[config.mk]
export PLATFORM = sky130hd
export DESIGN_NAME = pinwheel_console
export DESIGN_NICKNAME = d
export VERILOG_FILES = /design/src/rtl/pinwheel_console.sv
export SDC_FILE = /design/constraint.sdc
export NUM_CORES = 1
export LEC_CHECK = 0
export CAP_MARGIN = 15
export CORE_MARGIN = 4
export CORE_UTILIZATION = 40
export CTS_CLUSTER_SIZE = 12
export DETAILED_ROUTE_END_ITERATION = 10
export GPL_ROUTABILITY_DRIVEN = 0
export PLACE_DENSITY = 0.73
export SLEW_MARGIN = 20
export SYNTH_ARGS = -nofsm -noshare
export SYNTH_HDL_FRONTEND = slang
export SYNTH_SLANG_ARGS = --single-unit
[constraint.sdc]
create_clock -name clock -period 2.65 [get_ports clock]
set_input_delay 0.53 -clock clock [delete_from_list [all_inputs] [get_ports clock]]
set_output_delay 0.53 -clock clock [all_outputs]
set_load 0.1 [all_outputs]
[src/rtl/pinwheel_console.sv]
// pinwheel_console
//   Data-bus responder for one console region of the pinwheel address map.
//   Single-cycle bus requests are decoded by the top address nibble. Read
//   data is registered and returned one cycle later. Bytes written to
//   TXDATA are queued in a byte FIFO and drained to a host sink over a
//   valid/ready stream.
//
// Ports
//   clock      global clock, all state on rising edge
//   reset_n    asynchronous active-low reset
//   bus_addr   byte address; [31:28] selects this console, [3:2] the register
//   bus_rdata  registered read data, valid the cycle after bus_rden
//   bus_wdata  write data
//   bus_wmask  byte-lane write mask
//   bus_rden   read strobe, single cycle
//   bus_wren   write strobe, single cycle
//   tx_data    FIFO head byte
//   tx_valid   head byte available to sink
//   tx_ready   sink accepts head byte this cycle
//
// Register map (offset = bus_addr[3:2] * 4)
//   0x0 TXDATA  W   push wdata[7:0] when wmask[0]; reads 0
//   0x4 STATUS  R   {drops[15:0], count[7:0], 6'b0, full, empty}
//   0x8 CTRL    RW  bit0 enable (reset 1), bit1 flush (self-clearing, reads 0)
//   0xC DROPS   RW  saturating count of rejected pushes; any write clears
module pinwheel_console #(
  parameter logic [3:0] BUS_TAG = 4'h4,
  parameter int         DEPTH   = 16
) (
  input  logic        clock,
  input  logic        reset_n,
  input  logic [31:0] bus_addr,
  input  logic        bus_rden,
  input  logic [31:0] bus_wdata,
  input  logic [3:0]  bus_wmask,
  input  logic        bus_wren,
  output logic [31:0] bus_rdata,
  output logic [7:0]  tx_data,
  output logic        tx_valid,
  input  logic        tx_ready
);

  localparam int AW = $clog2(DEPTH);
  localparam int CW = AW + 1;
  localparam logic [CW-1:0] DEPTH_C = CW'(DEPTH);

  localparam logic [1:0] REG_TXDATA = 2'd0;
  localparam logic [1:0] REG_STATUS = 2'd1;
  localparam logic [1:0] REG_CTRL   = 2'd2;
  localparam logic [1:0] REG_DROPS  = 2'd3;

  logic [7:0]    mem [DEPTH];
  logic [AW-1:0] rd_ptr;
  logic [AW-1:0] wr_ptr;
  logic [CW-1:0] count;
  logic [15:0]   drops;
  logic          enable;

  logic          sel;
  logic [1:0]    reg_idx;
  logic          full;
  logic          empty;
  logic          pop;
  logic          push_req;
  logic          push_ok;
  logic          push_rej;
  logic          ctrl_wr;
  logic          flush;
  logic          drops_clr;
  logic [8:0]    count_w;
  logic [31:0]   reg_val;

  // Address bits outside the tag and register index are aliases.
  logic unused_bits;
  assign unused_bits = ^{bus_addr[27:4], bus_addr[1:0], bus_wdata[31:8], bus_wmask[3:1]};

  assign sel     = (bus_addr[31:28] == BUS_TAG);
  assign reg_idx = bus_addr[3:2];

  assign full  = (count == DEPTH_C);
  assign empty = (count == '0);

  assign tx_valid = enable & ~empty;
  assign tx_data  = mem[rd_ptr];
  assign pop      = tx_valid & tx_ready;

  assign push_req  = bus_wren & sel & (reg_idx == REG_TXDATA) & bus_wmask[0];
  // A pop in the same cycle frees the slot, so a full FIFO still takes the push.
  assign push_ok   = push_req & (~full | pop);
  assign push_rej  = push_req & ~push_ok;
  assign ctrl_wr   = bus_wren & sel & (reg_idx == REG_CTRL) & bus_wmask[0];
  assign flush     = ctrl_wr & bus_wdata[1];
  assign drops_clr = bus_wren & sel & (reg_idx == REG_DROPS);

  assign count_w = 9'(count);

  always_comb begin
    reg_val = '0;
    case (reg_idx)
      REG_STATUS: reg_val = {drops, count_w[7:0], 6'b0, full, empty};
      REG_CTRL:   reg_val = {31'b0, enable};
      REG_DROPS:  reg_val = {16'b0, drops};
      default:    reg_val = '0;
    endcase
  end

  always_ff @(posedge clock or negedge reset_n) begin
    if (!reset_n) begin
      rd_ptr    <= '0;
      wr_ptr    <= '0;
      count     <= '0;
      drops     <= '0;
      enable    <= 1'b1;
      bus_rdata <= '0;
    end else begin
      bus_rdata <= (bus_rden & sel) ? reg_val : '0;

      if (ctrl_wr)
        enable <= bus_wdata[0];

      // Flush overrides any same-cycle push or pop.
      if (flush) begin
        rd_ptr <= '0;
        wr_ptr <= '0;
        count  <= '0;
      end else begin
        if (push_ok)
          wr_ptr <= wr_ptr + AW'(1);
        if (pop)
          rd_ptr <= rd_ptr + AW'(1);
        if (push_ok && !pop)
          count <= count + CW'(1);
        else if (pop && !push_ok)
          count <= count - CW'(1);
      end

      if (drops_clr)
        drops <= '0;
      else if (push_rej && !flush && drops != 16'hFFFF)
        drops <= drops + 16'd1;
    end
  end

  // Storage is not reset; tx_data is only meaningful while tx_valid is high.
  always_ff @(posedge clock) begin
    if (push_ok && !flush)
      mem[wr_ptr] <= bus_wdata[7:0];
  end

endmodule

# Word-level counts from Yosys, hierarchy flattened
# Memory sizes are Yosys's and may differ from the RTL's.
# Cells that the tools add are included.
# totals
word_cells	61
ramBits	128
n_memories	1
regBits	62
input_bits	73
output_inout_bits	41
# classes
eq_ne	6
addsub	5
muxes	13
reduce_logical	14
n_bitwise	16
# memory_table
name	words	width	read_ports	rd_clocked_by_memory_dff	write_ports	line_no	text
mem	16	8	1	0	1	52	logic [7:0] mem [DEPTH];
# ops
operator	count
$pmux 32 s3	1
$mux 16	2
$mux 32	1
$add 16x1->16 const B	1
$mux 4	4
$ne 16x16->1 const B	1
$mux 5	3
$and 1x1->1	12
$add 4x1->4 const B	2
$reduce_bool 2->1	3
$add 5x1->5 const B	1
$eq 5x5->1 const B	1
$logic_and 1x1->1	5
$logic_not 5->1	1
$sub 5x1->5 const B	1
$eq 2x2->1 const B	2
$eq 4x3->1 const B	1
$logic_not 1->1	3
$not 1->1	3
$reduce_bool 3->1	1
$eq 2x1->1 const B	1
$logic_not 2->1	1
$mux 1	2
$or 1x1->1	1

# Depth between registers and ports, before layout
# Gate-level depths: netlist of the first run.
# logic_depth
ltp_word	12
depth_mapped	10
mapped_depth_nobuf	9

# Worst setup path after synthesis of the first run
# No wires, ideal clock.
# synth_path
kind	register -> output
start	register rd_ptr[0]
end	output tx_data[0]
stages_incl_launch_ff	5
setup_slack_ns	-0.118
t_arrival_ns	2.238
n_path_buf	2
required_ns	2.120
path_cell_list	dfrtp_1 -> clkbuf_1 -> buf_2 -> mux4_2 -> mux4_2
# synth_via
elab_chain_cells	1
# synth_rtl
item	line_no	text
start, declared	53	logic [AW-1:0] rd_ptr;
start signal, assigned	130	rd_ptr <= rd_ptr + AW'(1);
$mem_v2 16x8	n/a	
end, declared	38	output logic [7:0] tx_data,
# Every way passes these cells.

# Worst setup path after layout of the first run
# layout_path
start	register rd_ptr[0]
end	output tx_data[3]
# The elaborated chain is that of the path after synthesis.

==> metrics.md, run 1 <==
| Metric | Value |
|---|---|
| Status | finished, violations left |
| Failing checks | negative setup slack |
| Clock root buffer | clkbuf_16 |
| Kind of critical path | register to output port |
| Design Power | 7.96 mW |
| DIE AREA | 0.0220 mm² |
| Cell internal pwr | between 5 and 6 mW |
| Minimum clock period | around 2900 ps |
| Max Slew Vio Count | 0 |
| Gate power share | 0.277 |
| Reg2reg start | count[1] |
| Final setup violation count | 8 |
| Count leader, synth | edfxtp_1 |
| Synthesized instance count | roughly 480 |
| XOR/XNOR Fraction of Synth Area | 0.0133 |
| Max_slew headroom | 0.561 |
| Worst skew pair latency | 430 ps |
| Dominant cells by area after synthesis | edfxtp_1 49%, dfrtp_1 19%, mux4_2 11% |
| Critical Path Start | rd_ptr[0] |
| Rows | 51 |
| Initial core utilization | 0.406 |
| Total global routing overflow | 0 |
| # IOs | 114 |
| Compound-Gate Fraction of Synth Area | 0.0286 |
| Max-cap violations | 0 |
| NumNets Final | slightly below 700 |
| Fin. Hold Viols | 0 |
| Worst Slack Setup Final | -227 ps |
| Reg2Reg Setup Slack | between 150 and 200 ps |
| Initial antenna violation count | 0 |
| Largest family of logic cells by synthesized area | multiplexers |
| All-Layer GR Usage | 0.164 |
| CTS Hold Bufs | 0 |
| Worst slew pin tran | between 600 and 700 ps |
| Syn Area/Cell | between 15 and 20 µm² |
| Initial drt markers | 275 |
| Yosys reg bits | between 150 and 200 |
| Number of synthesis warnings | 0 |
| Area after DPL | around 0.0094 mm² |
| Dominant cell type by area after synthesis | edfxtp_1 |
| First-pass GRT wire length | between 20000 and 30000 µm |
| Max VDD drop | ~0.6 mV |
| Clk buf depth | 2 |
| Clock sink count | 190 |
| Net Sw Frac | 0.300 |
| Cell area after layout | 0.0101 mm² |
| Min-delay worst type | input pin to async pin |
| Fraction of registers with async set/reset | 0.326 |
| Post-Synth Adder-Cell Area | 0.0184 |
| DRC viols | 0 |
| Post-synth top flop | edfxtp_1 |
| Fin cells | approximately 870 |
| Die height | ~150 µm |
| Post-synthesis net count | roughly 560 |
| Leak | between 3 and 4 nW |
| P_sw | between 2 and 2.5 mW |
| Routed met3 length | roughly 830 µm |
| Top post-synthesis cells by count | 128 x edfxtp_1, 61 x dfrtp_1, 40 x mux4_2 |
| Post-synthesis simple-gate area fraction | 0.109 |
| Core area | 0.0194 mm² |
| Via-to-Cell Ratio | around 5.3 |
| Yosys top cell area share | 0.488 |
| Max Clk Rate | 348 MHz |
| Htree depth | 4 |
| CTS tree | built |
| Post-layout util | 0.520 |
| Via count | about 4600 |
| WP data arrival | about 2400 ps |
| Ant. Diodes | 0 |
| Routed WL per cell | 19.9 µm |
| Clk slew on worst S/H paths | approximately 70 ps |
| Clock power share | 0.308 |
| Power density cells | approximately 800 mW/mm² |
| Routed WL | between 15000 and 20000 µm |
| First-pass iteration count of the detailed router | 4 |
| Final hold slack | 133 ps |
| Final worst path period share | 1.09 |
| Placed cells | between 800 and 900 |
| Wire length on met2 | about 9400 µm |
| CP Capture Type | output port |
| HPWL after DPL | about 12000 µm |
| Distinct cell type count of the synthesized netlist | 45 |
| Sum Neg Setup Slack | -1650 ps |
| Layout cells sized above 1 | 0.310 |
| Num CTS Buffers | 17 |
| DRT antenna net count | 0 |
| Sequential share of the synthesized area | 0.685 |
| Pin count of the biggest net entering global routing | 32 |
| RSZ-0062 raised after global routing | true |
| Post-Syn Area | ~0.0079 mm² |
| Uppermost routed layer | met4 |
| CP Data Required Time | 2120 ps |
| Multiplexer share of the synthesized area | 0.132 |
| Setup WS pre-CTS | -456 ps |
| Met1 Routed Length | 6960 µm |
| Post-synth EDFFs | between 100 and 150 |
| Port Buf Inserts | 60 |
| Die width | between 100 and 150 µm |
| Critical path peak fanout | 7 |
| Vias in the first global route | between 4000 and 5000 |
| Startpoint types | register |
| Final Skew | ~12 ps |
| Sequential Power Share | 0.416 |
| Synthesis-to-layout area growth | 28.1% |
critical path: stages (launching register included):
cell and delay (ps):
dfrtp_2 370, buf_12 150, buf_12 130, mux4_2 520, mux4_2 540, buf_12 200
what timing repair did:
| item | in CTS | in global routing |
|---|---|---|
| resized for setup | 2 | 1 |
| buffers inserted | 1 | 1 |
| hold endpoints to repair | 0 | 0 |
| cloned | 1 | 2 |
| endpoints found under the setup margin | 9 | 9 |
routing by layer:
layer  vias to the layer above  track usage
met5                         -            0
met4                         0       0.0467
met3                        15       0.0335
met2                       146        0.284
met1                      2368        0.209
li1                       2088            -
sequential cells by signal (all words and copies together) (netlist names):
signal and flops:
enable 1, bus_rdata 32, rd_ptr 4, wr_ptr 4, drops 16, count 5
mem 128
final timing paths:
check | endpoint | depth (start not counted)
max in group asynchronous | enable | 2
worst min-delay path | drops[2] | 1
min in group clock | bus_rdata[14] | 1
worst max-delay path | tx_data[3] | 5
worst max register to register | count[4] | 9
worst min register to register | bus_rdata[14] | 1
power by group through the flow:
stage / logic (mW) / registers (mW) / clock network, mW
after CTS: 2.13 / 3.31 / 2.50
final: 2.20 / 3.31 / 2.45
after global routing: 2.33 / 3.32 / 2.65
after detailed placement: 2.01 / 3.39 / 0
after floorplan: 1.32 / 3.36 / 0
after global placement: 1.96 / 3.38 / 0
cell type report:
class / count / area [µm²]
timing repair buffer: 121 / 1370
sequential: 190 / 5400
multi-input combinational: 262 / 2390
fill: 1600 / 9310
clock buffer: 18 / 429
clock inverter: 14 / 154
tap: 265 / 332
inverter: 4 / 15.0
logic make-up (layout without fill, tap and decap cells):
logic type               Yosys count  after routing
flip-flops                       190            190
AND/OR/NAND/NOR                  149            149
multiplexers                      53             53
AO/OA/AOI/OAI                     37             37
buffers and inverters             26            157
XOR/XNOR                          12             12
adder cells (fa/ha/maj)           11             11
placed cells by master, fill, tap and decap left out, drive strengths merged, types with 8 or more instances in the layout:
| cell | netlist | final |
|---|---|---|
| mux4 | 40 | 40 |
| clkdlybuf4s50 | 0 | 18 |
| nand3 | 12 | 12 |
| and3 | 12 | 12 |
| or3 | 8 | 8 |
| buf | 9 | 101 |
| a21oi | 14 | 14 |
| nand2 | 24 | 24 |
| edfxtp | 128 | 128 |
| dfrtp | 61 | 61 |
| ha | 10 | 10 |
| mux2i | 12 | 12 |
| inv | 4 | 8 |
| nor2 | 24 | 24 |
| clkbuf | 13 | 20 |
| and2 | 30 | 30 |
(Power assumes the default switching activity.)
==> run 2, diff against run 1 <==
Settings changed: SETUP_SLACK_MARGIN from default to 0.1.
==> run 2 against run 1 <==
  * The run still ends with negative setup slack left
  * Total power is 2.2% higher
  * Worst setup slack lost 1.4 ps
  * Cell count is 0.23% higher
  * Core utilization fell by 0.077 points
  * Global-route usage decreased by 0.11 points
  * Die area unchanged
  * Clock skew hardly changed
  * Wire length is essentially flat
  * Hold slack worse by 100 ps
  * Sequential cell count stayed put
  * Cell area down 0.15%
  * Maximum frequency about the same
  * Critical endpoint is now tx_data[5]
  * Largest power group unchanged
==> metrics.md, run 2 (synthesis gave the netlist of run 1 again) <==
| Metric | Value |
|---|---|
| Final Skew | between 10 and 15 ps |
| Fin cells | between 800 and 900 |
| Initial antenna violation count | 0 |
| Pin count of the biggest net entering global routing | 36 |
| Num CTS Buffers | 17 |
| Critical path peak fanout | 7 |
| DIE AREA | between 0.02 and 0.025 mm² |
| Clock power share | 0.308 |
| Most frequent cells in the layout | 128 x edfxtp_1, 79 x buf_4, 59 x dfrtp_1 |
| Die height | 148 µm |
| Final hold slack | between 30 and 40 ps |
| Worst skew pair latency | around 430 ps |
| Kind of critical path | register to output port |
| CP Data Required Time | 2120 ps |
| Max Clk Rate | ~350 MHz |
| First-pass GRT wire length | 27400 µm |
| Max-cap violations | 0 |
| All-Layer GR Usage | 0.162 |
| Routed WL per cell | 19.8 µm |
| Commonest non-fill, non-tap cell in the layout | edfxtp_1 |
| Htree depth | 4 |
| Gate power share | 0.284 |
| Largest reg by FF count | mem |
| RSZ-0062 raised after global routing | true |
| Sequential Power Share | 0.408 |
| Leak | 3.83 nW |
| Worst slew pin tran | about 600 ps |
| Via-to-Cell Ratio | 5.32 |
| Vias in the first global route | ~4900 |
| Initial core utilization | 0.406 |
| Power density cells | about 810 mW/mm² |
| Clk buf depth | 2 |
| DRT antenna net count | 0 |
| CTS tree | built |
| Cell internal pwr | approximately 5.6 mW |
| DRC viols | 0 |
| Max VDD drop | between 0.6 and 0.7 mV |
| Fill cells | about 1600 |
| WP data arrival | 2350 ps |
| Clk slew on worst S/H paths | around 80 ps |
| Synthesis-to-layout area growth | 27.9% |
| Via count | ~4700 |
| Initial drt markers | 222 |
| Max reg flops | 128 |
| Rows | approximately 50 |
| HPWL after DPL | roughly 12000 µm |
| Net Sw Frac | 0.307 |
| Final worst path period share | 1.09 |
| Failing checks | negative setup slack |
| Max_slew headroom | 0.600 |
| P_sw | approximately 2.5 mW |
| Worst Slack Setup Final | -228 ps |
| Status | finished, violations left |
| Clock sink count | 190 |
| CP Capture Type | output port |
| Final setup violation count | 8 |
| Design Power | 8.14 mW |
| Minimum clock period | approximately 2900 ps |
| NumNets Final | approximately 700 |
| Clock root buffer | clkbuf_16 |
| Ant. Diodes | 0 |
| Startpoint types | register |
| Total global routing overflow | 0 |
| Fin. Hold Viols | 0 |
| First-pass iteration count of the detailed router | 4 |
| Die width | 148 µm |
| Routed WL | about 17000 µm |
| Port Buf Inserts | 60 |
| Largest registers | mem: 128 flops, bus_rdata: 32 flops, drops: 16 flops |
| Max Slew Vio Count | 0 |
| Cell area after layout | ~0.01 mm² |
| Core area | between 0.015 and 0.02 mm² |
| Placed cells | between 800 and 900 |
| Area after DPL | 0.00931 mm² |
| Min-delay worst type | input pin to async pin |
| Layout cells sized above 1 | 0.321 |
| # IOs | between 100 and 150 |
==> run 2: cell count changes in the layout (fill, tap and decap cells not counted), sizes merged <==
| cell | previous run | this run |
|---|---|---|
| inv | 8 | 10 |
| buf | 101 | 103 |
| clkinvlp | 3 | 2 |
| clkbuf | 20 | 19 |
==> run 2: timing repair <==
item	4_1_cts	5_1_grt
pin swaps	0	2
cloned	1	2
gates resized for setup	3	6
endpoints found under the setup margin	8	9
hold buffers	0	0
buffers inserted	3	1
==> run 2: area by class of cell <==
type	instances	area, µm²	area share
Sequential cell	190	5400	0.536
Timing Repair Buffer	123	1290	0.129
Clock buffer	17	425	0.0422
Tap cell	265	332	0.0329
Clock inverter	15	171	0.0170
Multi-Input combinational cell	262	2430	0.242
Inverter	4	15.0	0.00149
==> run 2: layer usage <==
layer | up-vias | GRT usage | routed length [µm]
li1 | 2100 | - | -
met5 | - | 0 | 0
met4 | 0 | 0.0494 | 253
met1 | 2395 | 0.205 | 7140
met3 | 20 | 0.0402 | 927
met2 | 148 | 0.279 | 9050
==> run 2: power by group through the flow <==
stage	clock network (mW)	logic [mW]	registers, mW
floorplan	0	1.33	3.36
global placement	0	1.96	3.39
detailed placement	0	2.02	3.40
CTS	2.55	2.18	3.31
global route	2.69	2.45	3.33
finish	2.51	2.31	3.32
==> run 2: through the flow <==
stage,util,setup TNS (ps),setup WS [ps]
4_1_cts,0.514,-2040,-278
3_5_place_dp,0.480,-10910,-306
5_1_grt,0.519,-2310,-301
6_report,0.519,-1730,-228
2_1_floorplan,-,0,108
3_3_place_gp,0.480,-2260,-221
==> run 2: path summary, 6_finish.rpt <==
| path | startpoint | to | slack [ps] | cells after the start |
|---|---|---|---|---|
| worst min-delay path | reset_n | bus_rdata[8] | 30 | 1 |
| max in group asynchronous | reset_n | bus_rdata[14] | 1880 | 2 |
| worst max register to register | count[1] | count[4] | 190 | 9 |
| min in group clock | rd_ptr[3] | rd_ptr[3] | 550 | 2 |
| worst max-delay path | rd_ptr[0] | tx_data[5] | -230 | 5 |
| worst min register to register | rd_ptr[3] | rd_ptr[3] | 550 | 2 |
==> run 2: critical path, stage by stage (launching register included) <==
cell and delay, ps:
dfrtp_2 370, buf_12 150, clkbuf_16 170, mux4_2 510, mux4_2 520, buf_12 190
==> run 3, diff against run 2 <==
Settings changed: CORE_MARGIN 4 to default.
==> run 3 against run 2 <==
  * The run still ends with negative setup slack left
  * Register-to-register slack about the same
  * Clock-buffer cell count rose by 2
  * Core utilization up 1.3 points
  * Total power up 0.18%
  * First-iteration DRC count up 1.8%
  * Clock skew shrank 3.5 ps
  * Sequential cell count unchanged
  * Non-clock buffer count increased by 5
  * Highest routed layer unchanged
  * Combinational power about the same
==> metrics.md, run 3 (synthesis gave the netlist of run 1 again) <==
| Metric | Value |
|---|---|
| Final Skew | ~9 ps |
| First-pass iteration count of the detailed router | 4 |
| Status | finished, violations left |
| Net Sw Frac | 0.291 |
| Core area | 0.0190 mm² |
| Initial drt markers | between 200 and 250 |
| Failing checks | negative setup slack |
| Reg2Reg Setup Slack | around 190 ps |
| HPWL after DPL | between 10000 and 15000 µm |
| Most frequent cells in the layout | 128 x edfxtp_1, 80 x buf_4, 60 x dfrtp_1 |
| Clock sink count | 190 |
| Sequential Power Share | 0.408 |
| CTS tree | built |
| Htree depth | 4 |
| Vias in the first global route | roughly 4900 |
| Final setup violation count | 8 |
| NumNets Final | ~690 |
| Cell internal pwr | 5.79 mW |
| All-Layer GR Usage | 0.183 |
| CP Capture Type | output port |
| Clk slew on worst S/H paths | approximately 70 ps |
| DRC viols | 0 |
| DIE AREA | between 0.02 and 0.025 mm² |
| Max Clk Rate | about 340 MHz |
| Fin cells | roughly 880 |
| Max reg flops | 128 |
| Power density cells | roughly 800 mW/mm² |
| Synthesis-to-layout area growth | 28.6% |
| Critical path peak fanout | 6 |
| WP data arrival | 2370 ps |
| Layout cells sized above 1 | 0.323 |
| Min-delay worst type | input pin to async pin |
| Commonest non-fill, non-tap cell in the layout | edfxtp_1 |
| Fin. Hold Viols | 0 |
| Ant. Diodes | 0 |
| Leak | between 3 and 4 nW |
| Sum Neg Setup Slack | -1790 ps |
| Num CTS Buffers | 17 |
| Max-cap violations | 0 |
| Clock power share | 0.311 |
| Clk buf depth | 2 |
| Worst Slack Setup Final | -251 ps |
| Worst skew pair latency | around 430 ps |
| Initial antenna violation count | 0 |
| Total global routing overflow | 0 |
| RSZ-0062 raised after global routing | true |
| Rows | 50 |
| Startpoint types | register |
| Max Slew Vio Count | 0 |
| First-pass GRT wire length | ~27000 µm |
| Port Buf Inserts | 60 |
| Register Area | approximately 0.0054 mm² |
| Slowest cell on the critical path | mux4_2 |
| Gate power share | 0.282 |
| Die height | about 140 µm |
| Routed WL | about 18000 µm |
| Initial core utilization | 0.414 |
| Max VDD drop | between 0.4 and 0.5 mV |
| Largest registers | mem: 128 flops, bus_rdata: 32 flops, drops: 16 flops |
| Design Power | a little over 8 mW |
| Pin count of the biggest net entering global routing | 30 |
| Slowest stage delay, CP | approximately 520 ps |
| Via count | between 4000 and 5000 |
| CP cell instances | buf_12 > clkbuf_16 > mux4_2 > mux4_2 > buf_12 |
| DRT antenna net count | 0 |
| Area of the multi-input gates | 0.00244 mm² |
| Minimum clock period | between 2000 and 3000 ps |
| Clock root buffer | clkbuf_16 |
| Via-to-Cell Ratio | 5.38 |
| Placed cells | slightly above 800 |
| Max_slew headroom | 0.577 |
| CP Data Required Time | ~2100 ps |
| Routed WL per cell | 20.1 µm |
| Kind of critical path | register to output port |
| Fill cells | between 1500 and 2000 |
| Worst slew pin tran | roughly 630 ps |
| Largest reg by FF count | mem |
| # IOs | approximately 110 |
| P_sw | 2.37 mW |
| Die width | roughly 140 µm |
| Final worst path period share | 1.09 |
[run 3: worst paths after layout]
kind | start | cells past startpoint | to
max | rd_ptr[0] | 5 | tx_data[6]
min in group clock | rd_ptr[3] | 2 | rd_ptr[3]
max in group asynchronous | reset_n | 2 | bus_rdata[14]
max reg2reg | count[1] | 9 | count[4]
min | reset_n | 1 | bus_rdata[0]
min reg2reg | rd_ptr[3] | 2 | rd_ptr[3]
[run 3: per-stage QoR]
stage                     hold slack, ps  worst slack [ps]  utilization  area [µm²]
after CTS                           40.5              -253        0.521        9910
final                               37.2              -251        0.533       10100
after global routing                62.5              -295        0.533       10100
after detailed placement             499              -344        0.490        9310
after floorplan                      234               108            -        7910
after global placement               488              -239        0.490        9310
[run 3: final cells by class]
cell class	instances	share of cell area
Tap cell	260	0.0321
Clock buffer	19	0.0427
Inverter	4	0.00148
Sequential cell	190	0.533
Timing Repair Buffer	128	0.134
Clock inverter	13	0.0154
Multi-Input combinational cell	262	0.241
[run 3: metal layers]
| layer | global-route usage | vias up | wire length, µm |
|---|---|---|---|
| li1 | - | 2102 | - |
| met1 | 0.225 | 2448 | 7140 |
| met2 | 0.315 | 142 | 9240 |
| met3 | 0.0414 | 25 | 855 |
| met4 | 0.0651 | 0 | 372 |
| met5 | 0 | - | 0 |
[run 3: what timing repair did]
action,4_1_cts,5_1_grt
hold buffers,0,0
resized for setup,1,15
pin swaps,2,7
endpoints found under the setup margin,9,9
setup buffers,1,10
gates cloned,0,3
[run 3: critical path: cells and delay by family, from the launching register on]
family	cells	cell delay (ps)
buffers and inverters	3	490
flip-flops	1	410
multiplexers	2	1030
[run 3: power groups by stage]
stage | Sequential, mW | Combinational [mW] | Clock, mW
floorplan | 3.36 | 1.33 | 0
detailed placement | 3.37 | 2.00 | 0
global route | 3.33 | 2.44 | 2.70
CTS | 3.31 | 2.01 | 2.57
finish | 3.33 | 2.30 | 2.53
global placement | 3.37 | 1.94 | 0
